--- src/rtl/prefetch_writer.sv ---
// Instruction-fetch producer for the rv32i front-end FIFO: issues sequential fetches,
// writes responses into the FIFO, flushes on redirect. Optional: PREFETCH_DISCARD_CNT_EN.
module prefetch_writer #(
  parameter int          C_FIFO_DEPTH_X    = 2,
  parameter int          C_MAX_OUTSTANDING = 2,
  parameter logic [31:0] C_RESET_PC        = 32'h0000_0000
) (
  input  logic        clk_i,
  input  logic        resetb_i,
  input  logic        clk_en_i,
  input  logic        jump_i,
  input  logic [31:0] jump_addr_i,
  output logic        ireqvalid_o,
  output logic [31:0] ireqaddr_o,
  input  logic        ireqready_i,
  input  logic        irspvalid_i,
  input  logic [31:0] irspdata_i,
  input  logic        irsperror_i,
  output logic        fifo_flush_o,
  output logic        fifo_wr_o,
  output logic [64:0] fifo_din_o,
  input  logic        fifo_rd_i
`ifdef PREFETCH_DISCARD_CNT_EN
  ,
  output logic [31:0] discard_cnt_o
`endif
);

  localparam int          LW    = C_FIFO_DEPTH_X + 1;
  localparam int          OW    = $clog2(C_MAX_OUTSTANDING + 1);
  localparam logic [31:0] DEPTH = 32'(1) << C_FIFO_DEPTH_X;
  localparam logic [31:0] MAXO  = 32'(C_MAX_OUTSTANDING);

  typedef enum logic {RUN, HALT} state_t;

  state_t          state_q, state_d;
  logic [31:0]     req_pc_q, req_pc_d;
  logic [31:0]     rsp_pc_q, rsp_pc_d;
  logic [31:0]     hold_addr_q, hold_addr_d;
  logic [LW-1:0]   level_q, level_d;
  logic [OW-1:0]   outst_q, outst_d;
  logic [OW-1:0]   discard_q, discard_d;
  logic            pending_q, pending_d;
  logic            stale_q, stale_d;
  logic            run_q;

  logic            jump_en;
  logic            credit_ok;
  logic            issue_ok;
  logic            req_valid;
  logic [31:0]     req_addr;
  logic            accept;
  logic            rsp;
  logic            keep;
  logic            drop;
  logic [31:0]     jump_target;
  logic            unusedJumpLsbs;

  assign unusedJumpLsbs = ^jump_addr_i[1:0];
  assign jump_target    = {jump_addr_i[31:2], 2'b00};

  // run_q keeps every output low until the first enabled edge after reset release
  assign jump_en   = jump_i & clk_en_i & run_q;
  assign credit_ok = ((32'(level_q) + 32'(outst_q)) < DEPTH) && (32'(outst_q) < MAXO);
  assign issue_ok  = run_q && (state_q == RUN) && credit_ok;
  assign req_valid = run_q & (issue_ok | pending_q);
  assign req_addr  = stale_q ? hold_addr_q : req_pc_q;
  assign accept    = req_valid & ireqready_i & clk_en_i;
  assign rsp       = irspvalid_i & clk_en_i & run_q;
  assign keep      = rsp & ~jump_i & (discard_q == '0);
  assign drop      = rsp & ~keep;

  assign ireqvalid_o  = req_valid;
  assign ireqaddr_o   = req_valid ? req_addr : 32'h0;
  assign fifo_flush_o = jump_en;
  assign fifo_wr_o    = keep;
  assign fifo_din_o   = keep ? {irsperror_i, rsp_pc_q, irspdata_i} : 65'h0;

  always_comb begin
    state_d     = state_q;
    req_pc_d    = req_pc_q;
    rsp_pc_d    = rsp_pc_q;
    hold_addr_d = hold_addr_q;
    stale_d     = stale_q;
    pending_d   = req_valid & ~ireqready_i;
    outst_d     = outst_q + OW'(accept) - OW'(rsp);
    level_d     = level_q + LW'(keep) - LW'(fifo_rd_i);
    discard_d   = discard_q - OW'(drop & (discard_q != '0)) + OW'(accept & stale_q);

    // A stale (pre-jump) request advances nothing in the new stream when accepted
    if (accept) begin
      stale_d = 1'b0;
      if (!stale_q) req_pc_d = req_pc_q + 32'd4;
    end

    if (keep) begin
      rsp_pc_d = rsp_pc_q + 32'd4;
      if (irsperror_i) state_d = HALT;
    end

    // Everything still in flight after a redirect belongs to the old stream
    if (jump_en) begin
      level_d   = '0;
      discard_d = outst_d;
      req_pc_d  = jump_target;
      rsp_pc_d  = jump_target;
      state_d   = RUN;
      if (req_valid && !ireqready_i) begin
        stale_d     = 1'b1;
        hold_addr_d = req_addr;
      end
    end
  end

  always_ff @(posedge clk_i or negedge resetb_i) begin
    if (!resetb_i) begin
      state_q     <= RUN;
      req_pc_q    <= C_RESET_PC;
      rsp_pc_q    <= C_RESET_PC;
      hold_addr_q <= 32'h0;
      level_q     <= '0;
      outst_q     <= '0;
      discard_q   <= '0;
      pending_q   <= 1'b0;
      stale_q     <= 1'b0;
      run_q       <= 1'b0;
    end else if (clk_en_i) begin
      state_q     <= state_d;
      req_pc_q    <= req_pc_d;
      rsp_pc_q    <= rsp_pc_d;
      hold_addr_q <= hold_addr_d;
      level_q     <= level_d;
      outst_q     <= outst_d;
      discard_q   <= discard_d;
      pending_q   <= pending_d;
      stale_q     <= stale_d;
      run_q       <= 1'b1;
    end
  end

`ifdef PREFETCH_DISCARD_CNT_EN
  logic [31:0] discard_cnt_q;

  always_ff @(posedge clk_i or negedge resetb_i) begin
    if (!resetb_i) begin
      discard_cnt_q <= 32'h0;
    end else if (drop && (discard_cnt_q != 32'hFFFF_FFFF)) begin
      discard_cnt_q <= discard_cnt_q + 32'd1;
    end
  end

  assign discard_cnt_o = discard_cnt_q;
`endif

  a_rd_nonempty : assert property (@(posedge clk_i) disable iff (!resetb_i)
    (clk_en_i && fifo_rd_i && !jump_en) |-> (level_q != '0));
  a_rsp_outst : assert property (@(posedge clk_i) disable iff (!resetb_i)
    (clk_en_i && irspvalid_i) |-> (outst_q != '0));
  a_level_max : assert property (@(posedge clk_i) disable iff (!resetb_i)
    32'(level_q) <= DEPTH);
  a_outst_max : assert property (@(posedge clk_i) disable iff (!resetb_i)
    32'(outst_q) <= MAXO);
  a_discard_le : assert property (@(posedge clk_i) disable iff (!resetb_i)
    discard_q <= outst_q);

endmodule

--- config.mk ---
export PLATFORM = sky130hd
export DESIGN_NAME = prefetch_writer
export DESIGN_NICKNAME = d
export VERILOG_FILES = /design/src/rtl/prefetch_writer.sv
export SDC_FILE = /design/constraint.sdc
export NUM_CORES = 1
export LEC_CHECK = 0
export BUFFER_PORTS_ARGS = -buffer_cell sky130_fd_sc_hd__buf_4
export CAP_MARGIN = 0
export CORE_MARGIN = 3
export CORE_UTILIZATION = 40
export DETAILED_ROUTE_END_ITERATION = 8
export REMOVE_ABC_BUFFERS = 1
export SLEW_MARGIN = 20
export SYNTH_ARGS = -nofsm -noshare
export SYNTH_HDL_FRONTEND = slang
export SYNTH_SLANG_ARGS = --single-unit
--- constraint.sdc ---
create_clock -name clk_i -period 4.3 [get_ports clk_i]
set_input_delay 0.215 -clock clk_i [delete_from_list [all_inputs] [get_ports clk_i]]
set_output_delay 0.215 -clock clk_i [all_outputs]
set_load 0.02 [all_outputs]
# Word level (Yosys, flattened, before mapping)
# Cells that the tools add are included.
# totals
out_inout_bits	100
latchBits	0
mem_bits_ro	0
n_memories	0
input_bits	72
elab_cells	70
ram_bits	0
ff_bits	107
# op_classes
bitwise	18
eq_ne	1
n_addsub	9
muxes	16
magnitude_cmp	2
multipliers	0
n_reduce_logical	14
n_shift	0
div	0
# ops
operator	count
two-way mux 32 bit	7
two-way mux 65 bit	1
adder 32 x 3 -> 32 bit, second input constant	2
AND 1 bit	13
AND reduction 3 bit	3
nonzero test 2 bit	4
two-way mux 1 bit	6
adder 2 x 1 -> 2 bit	2
adder 3 x 2 -> 4 bit	1
logical AND 1 bit	4
< comparator 4 x 3 -> 1 bit, second input constant	1
inverter 1 bit	4
subtractor 2 x 1 -> 2 bit	2
adder 3 x 1 -> 3 bit	1
two-way mux 3 bit	1
subtractor 3 x 1 -> 3 bit	1
zero test 2 bit	1
< comparator 2 bit, second input constant	1
two-way mux 2 bit	1
inequality test 2 bit, second input constant	1
AND reduction 2 bit	1
zero test 1 bit	1
bitwise OR 1 bit	1

# Depth between registers and ports, before layout
# Gate-level depths: netlist of run 1.
# depth
word_depth	11
mapped_depth	13

# Worst setup path before layout of run 1
# OpenSTA, ideal clock, no wires.
# synth_timing
path_type	reg2reg
startpoint	register outst_q[1]
endpoint	register discard_q[1]
setup_ns	0.120
stages_incl_launch_ff	14
slack_ns	1.589
period_less_slack_ns	2.711
t_arrival_ns	2.590
t_required_ns	4.180
cell_sequence	dfrtp_1 -> ha_1 -> nor4_1 -> o211ai_1 -> clkbuf_1 -> or2_2 -> ha_1 -> inv_1 -> ha_1 -> xor2_1 -> o21ai_0 -> nand2_1 -> o21ai_0 -> a41o_1
# synth_via
elab_chain_cells	11
elab_cells_between_ends	14
# synth_rtl
item	line_no	source
start, declared	41	logic [OW-1:0] outst_q, outst_d;
start signal, assigned	133	outst_q <= outst_d;
adder 3 x 2 -> 4 bit	64	assign credit_ok = ((32'(level_q) + 32'(outst_q)) < DEPTH) && (32'(outst_q) < MAXO);
< comparator 4 x 3 -> 1 bit	64	
logical AND 1 bit	64	
logical AND 1 bit	65	assign issue_ok = run_q && (state_q == RUN) && credit_ok;
bitwise OR 1 bit	66	assign req_valid = run_q & (issue_ok | pending_q);
AND 1 bit	66	
AND 1 bit (2 in series)	68	assign accept = req_valid & ireqready_i & clk_en_i;
adder 2 x 1 -> 2 bit / AND 1 bit (equally long branches)	86, 88	
subtractor 2 x 1 -> 2 bit / adder 2 x 1 -> 2 bit (equally long branches)	86, 88	
two-way mux 2 bit *	102	if (jump_en) begin
end signal, assigned	134	discard_q <= discard_d;
end, declared	42	logic [OW-1:0] discard_q, discard_d;
# Mark *: on every way between the ends. The rest lies on a longest branch, timed or not.
# A chain may end at the register's enable or synchronous reset.

# Final worst setup path of run 1
# Ends and elaborated chain as after synthesis.

==> run summary, run 1 <==
Outcome - finished with violations
Failing checks - hold timing
Switch share - 39.6%
Worst hold slack - -35.1 ps
FP Rows - 44
Final Max Tran Viols - 0
Sw power - 1.66 mW
Ys async rst share - 100%
Lkg Pwr - 3.66 nW
Startpoint Class - register
Seq/Total Area, Yosys - 42.9%
DRT Pass-1 Iters - 5
Synth Area in Compound Gates - 7.00%
Post-synthesis cell count - 638
Final hold viol count - 26
Cts bufs inserted - 9
Vias in the first global route - 5218
Hold WC Path Type - in -> async
Largest family of logic cells by synthesized area - simple AND/OR/NAND/NOR gates
Total Routing Usage GR - 21.3%
DRC viols - 0
Area leader, netlist - dfrtp_1
IO Count - 172
Reg power frac - 35.4%
Iteration-0 DRC Markers - 378
Final Skew - 5.00 ps
Crit path top cell by count - ha_1
Die Wd - 129 um
Pwr dens - 543 mW/mm^2
Tmin final - 2880 ps
CTS root buf - clkbuf_16
Cell Count, Final, Fillers Out - 978
Post-CTS setup buffer count - 0
Clock network fraction of design power - 20.0%
Critical path peak fanout - 15
Critical path class - reg -> reg
CP Capture Type - register
Delay of the slowest critical-path stage - 430 ps
Largest net degree at the start of global routing - 68
Period utilization - 67.0%
Number of warnings issued by yosys - 0
Crit path to - discard_q[1]
Critical-path top delay cell - dfrtp_1
TritonCTS clock tree - done
Area contributors post-synth - dfrtp_1 (43%), and3_1 (7.1%), mux2_2 (6.0%)
PostCTS Resize Cnt - 0
Core region area - 0.0146 sq mm
Fmax achieved - 0.347 GHz
# setup viols final - 0
Syn Std Cell Area - 0.00601 sq mm
CP required - 4540 ps
Placed inst area - 0.00744 sq mm
Pint - 2.54 mW
Inserted Diodes - 0
Placed insts - 962
Die Area - 0.0165 sq mm
Starting Density - 41.2%
Max-Cap Viols - 0
IO Port Bufs - 167
Finished Cell Area - 0.00774 sq mm
H-tree depth - 3
Detailed Place HPWL - 12300 um
Crit path from - outst_q[1]
Post-synth top area share - 42.9%
R2R Path Start - outst_q[1]
Area share of xor/xnor cells in the synthesized design - 8.46%
GRT overflow - 0
Clk Latency, worst-skew pair - 350 ps
Worst reg2reg endpoint - discard_q[1]
Synth Area in Simple Gates - 23.9%
Power Total - 4.20 mW
Relative slew slack - 34.7%
Initial antenna violation count - 0
Share of cells above drive strength 1 - 30.4%
Yosys reg bits - 103
CTS hold repair buffers - 0
Post-synth EDFFs - 0
GPL Wtd Cong - 0.869
Die Ht - 129 um
Worst-Margin Slew - 971 ps
Mux cell area share after synthesis - 11.3%
Clk buf depth - 2
Crit path DAT - 3120 ps
Worst path cell trace - ha_1 > nor4_1 > o211ai_1 > buf_4 > or2_2 > ha_1 > inv_1 > ha_1 > xor2_1 > o21ai_0 > nand2_1 > o21ai_0 > a41o_1
Via count - 5291
First-pass GRT wire length - 27700 um
Final ANT Viol Nets - 0
Final TNS setup - 0 ps
Worst r2r path cells - 13
Commonest cells after routing, fill and taps aside - buf_4 (179), dfrtp_1 (102), nor2_1 (69)
Clock-pin slew on the worst setup and hold paths - 70 ps
Most common flop cell mapped by yosys - dfrtp_1
Average cell area after synthesis - 9.41 sq um
Post-Synth Adder-Cell Area - 2.21%
Area grow syn2layout - 29.0%
Share of power burned in combinational logic - 44.6%
Worst VDD drop - 0.000269 V
Vias per cell - 5.41
Post-Route WL - 17600 um
Reg2Reg Setup Slack - 1420 ps
Synth cell types - 45
Unrepaired setup endpoints after global routing - no
WL/cell - 18.0 um
Sink Count - 103
Final nets - 871
Commonest non-fill, non-tap cell in the layout - buf_4
-- flip-flops by register name, indices dropped and copies added, names as in the netlist --
signal	count
req_pc_q	30
rsp_pc_q	30
stale_q	1
level_q	3
run_q	1
state_q	1
discard_q	2
outst_q	2
hold_addr_q	32
pending_q	1
-- stage by stage --
stage,utilization (%),hold slack (ps),setup WS [ps]
after floorplan,-,-80.6,-410
after global placement,51.0,386,1530
after detailed placement,51.0,381,1430
after CTS,53.1,5.29,1430
after global routing,53.1,45.7,1140
final,53.1,-35.1,1420
-- metal layers --
| metal | wire (um) | vias up | global-route usage (%) | part of all wire, % |
|---|---|---|---|---|
| met4 | 253 | 0 | 5.50 | 1.4 |
| met5 | 0 | - | 0 | 0 |
| met3 | 1070 | 17 | 3.78 | 6.1 |
| li1 | - | 2557 | - | - |
| met1 | 7960 | 2551 | 30.0 | 45 |
| met2 | 8290 | 166 | 34.0 | 47 |
-- how the worst min path moves through the flow --
stage	startpoint	endpoint	cells after the start
after floorplan	resetb_i	discard_q[0]	0
after global placement	resetb_i	rsp_pc_q[13]	1
after detailed placement	resetb_i	rsp_pc_q[13]	1
after CTS	resetb_i	rsp_pc_q[13]	1
after global routing	resetb_i	rsp_pc_q[13]	1
final	resetb_i	rsp_pc_q[13]	1
-- critical path: cells and delay by family (launching register included) --
family                     cells  cell delay, ps
DFF                            1             430
xor gates and xnor gates       1             200
adders and majority gates      3             630
AOI/OAI and AO/OA              4             540
and+or+nand+nor                3             700
buffers and inverters          2             270
-- power groups by stage --
stage	Sequential, mW	Combinational (mW)	Clock (mW)
detailed placement	1.50	1.89	0
floorplan	1.48	1.15	0
CTS	1.49	1.90	0.863
global route	1.53	2.06	0.899
finish	1.49	1.88	0.841
global placement	1.49	1.86	0
-- cell type report --
type,count,area (sq um)
clock buffer,10,239
fill,1365,6840
tap,184,230
sequential,103,2580
inverter,19,71.3
multi-input combinational,477,3210
clock inverter,6,68.8
timing repair buffer,179,1340
-- cell families after synthesis --
kind of cell,after synthesis
adder cells (fa/ha/maj),10
AND/OR/NAND/NOR,266
XOR/XNOR,58
other,1
flip-flops,103
AO/OA/AOI/OAI,77
multiplexers,64
buffers and inverters,59
-- Yosys cell counts (3+ instances only) --
cell / instances
or2_2: 3
nor4_1: 11
and4_1: 7
buf_2: 4
inv_1: 17
a31oi_1: 6
nor2b_1: 3
a21oi_1: 47
and2_1: 3
ha_1: 9
nand2_1: 26
nand4_1: 24
xor2_1: 37
xnor2_1: 21
and3_1: 68
clkbuf_1: 30
mux2i_1: 32
nor2_1: 69
o21ai_0: 15
nand3_1: 29
dfrtp_1: 103
and3_2: 3
nor3_1: 6
mux2_2: 32
or3_1: 5
Note: power is estimated with default switching activity, not from simulation.
==> run 2, diff against run 1 <==
- ABC_AREA: default -> 1
- clock period: 4.3 -> 2.7 ns (I/O delays scaled with it)
==> run 2 against run 1 <==
Effect of this change:
- the flow now finishes without violations
- first-iteration DRC count grew 30%
- sequential share of layout area shrank 4.5 points
- synthesized area grew 20%
- register-to-register slack lost 970 ps
- sequential power grew 84%
- maximum frequency grew 28%
- final cell count grew 56%
- clock skew grew 6.6 ps
- flip-flop and latch count is the same
- clock power grew 70%
- combinational power grew 100%
- die area grew 19%
- critical endpoint is now req_pc_q[23]
==> run summary, run 2 <==
Vias per cell - 4.87
TritonCTS clock tree - done
Final nets - 1381
Lkg Pwr - 4.80 nW
Sw power - 3.60 mW
Critical path class - reg -> reg
Fmax achieved - 0.444 GHz
Via count - 7441
FILL cells - 1878
Starting Density - 41.4%
Area contributors post-synth - dfrtp_1 (36%), nand2_1 (18%), nor2_1 (12%)
PostCTS Resize Cnt - 0
Iteration-0 DRC Markers - 492
Switch share - 44.9%
Relative slew slack - 54.0%
Crit path DAT - 2530 ps
Reg power frac - 34.2%
Outcome - complete, no violations
Vias in the first global route - 6957
Clk buf depth - 2
Share of power burned in combinational logic - 48.0%
Worst VDD drop - 0.000560 V
WL/cell - 14.3 um
Die Wd - 140 um
Final TNS setup - 0 ps
FP Rows - 48
GRT overflow - 0
Area leader, netlist - dfrtp_1
Post-synthesis cell count - 1153
GPL Wtd Cong - 0.933
Unrepaired setup endpoints after global routing - no
Largest registers - hold_addr_q x32, req_pc_q x30, rsp_pc_q x30
Die Ht - 140 um
Inserted Diodes - 0
DRT Pass-1 Iters - 5
Most common flop cell mapped by yosys - dfrtp_1
Initial antenna violation count - 0
DRC viols - 0
Commonest non-fill, non-tap cell in the layout - nand2_1
Clk Latency, worst-skew pair - 350 ps
Largest net degree at the start of global routing - 62
Synth cell types - 34
Total Routing Usage GR - 21.9%
IO Port Bufs - 167
Clock network fraction of design power - 17.9%
Number of warnings issued by yosys - 0
Post-synth EDFFs - 0
H-tree depth - 3
Final hold viol count - 0
Post-Route WL - 21900 um
Period utilization - 83.5%
Ys async rst share - 100%
Most frequent cells after synthesis - nand2_1 (349), nor2_1 (231), inv_1 (132)
Max-Cap Viols - 0
Crit path from - outst_q[1]
Final Skew - 11.6 ps
Area grow syn2layout - 23.6%
CTS root buf - clkbuf_16
Top-count cell post-synth - nand2_1
CP Capture Type - register
Critical path peak fanout - 14
Clock-pin slew on the worst setup and hold paths - 70 ps
Hold WC Path Type - in -> reg
R2R Path Start - outst_q[1]
Worst hold slack - 48.1 ps
Pint - 4.42 mW
Number of flip-flops in the largest register - 32
Share of cells above drive strength 1 - 17.2%
Average cell area after synthesis - 6.27 sq um
# setup viols final - 0
Worst-Margin Slew - 689 ps
Die Area - 0.0197 sq mm
IO Count - 172
Power Total - 8.02 mW
Startpoint Class - register
Syn Std Cell Area - 0.00723 sq mm
Commonest cells after routing, fill and taps aside - nand2_1 (349), nor2_1 (231), buf_4 (180)
Final ANT Viol Nets - 0
Pwr dens - 897 mW/mm^2
First-pass GRT wire length - 35200 um
Sink Count - 103
Reg with most FFs - hold_addr_q
Tmin final - 2250 ps
CP required - 2980 ps
Post-synth top area share - 35.6%
Yosys reg bits - 103
Core region area - 0.0175 sq mm
Final Max Tran Viols - 0
Hold Path Origin - ireqready_i
Seq/Total Area, Yosys - 35.6%
Cts bufs inserted - 9
Detailed Place HPWL - 16900 um
## run 2: critical path: stages (launching register included)
cell and delay [ps]:
dfrtp_1 420, ha_1 280, nand3_1 60, nand3_1 100, nand2_2 130, nand3_2 310
nand2_2 370, buf_4 260, nand3_1 120, nand3_1 120
## run 2: through the flow
| stage | setup WS [ps] | cells | cell area [sq um] | util [%] |
|---|---|---|---|---|
| after global routing | 225 | 1528 | 8940 | 51.2 |
| after detailed placement | 515 | 1512 | 8620 | 49.3 |
| final | 445 | 1528 | 8940 | 51.2 |
| after floorplan | 155 | 1106 | 6970 | - |
| after global placement | 548 | 1512 | 8620 | 49.3 |
| after CTS | 423 | 1528 | 8940 | 51.2 |
## run 2: repair_timing
item,in CTS,in global routing
endpoints found under the setup margin,0,0
endpoints found under the hold margin,48,0
hold buffers,1,0
buffers inserted,0,0
## run 2: worst paths after layout
check / to / slack (ps) / cells after the start
setup / recovery: req_pc_q[23] / 450 / 9
hold / removal: stale_q / 50 / 4
setup reg to reg: req_pc_q[23] / 450 / 9
hold reg to reg: hold_addr_q[15] / 480 / 2
max in group asynchronous: rsp_pc_q[14] / 1520 / 3
min in group asynchronous: hold_addr_q[0] / 360 / 2
## run 2: cells by family after synthesis
family                   synth area share [%]
AO/OA/AOI/OAI                            11.8
XOR/XNOR                                 1.33
adder cells (fa/ha/maj)                  1.83
buffers and inverters                    10.8
flip-flops                               35.6
multiplexers                            0.553
other                                  0.0518
AND/OR/NAND/NOR                          38.0
## run 2: area by class of cell
type                            instances  area, sq um  area share, %
Clock buffer                           11          243           2.71
Clock inverter                          4         70.1          0.783
Inverter                              136          510           5.71
Multi-Input combinational cell        867         3880           43.4
Sequential cell                       103         2580           28.8
Tap cell                              225          282           3.15
Timing Repair Buffer                  182         1380           15.4
## run 2: power by group through the flow
stage               combinational [mW]  clock, mW  sequential (mW)
floorplan                         2.62          0             2.59
global placement                  3.84          0             2.74
detailed placement                3.88          0             2.76
CTS                               3.90       1.46             2.73
global route                      4.39       1.52             2.84
finish                            3.85       1.43             2.74
## run 2: per-layer routing
| metal | vias up | global-route usage, % | wire, um | part of all wire (%) |
|---|---|---|---|---|
| met5 | - | 0 | 0 | 0 |
| met4 | 0 | 7.50 | 571 | 2.6 |
| met3 | 31 | 3.07 | 1260 | 5.8 |
| met2 | 203 | 36.6 | 10200 | 47 |
| met1 | 3332 | 29.2 | 9840 | 45 |
| li1 | 3875 | - | - | - |
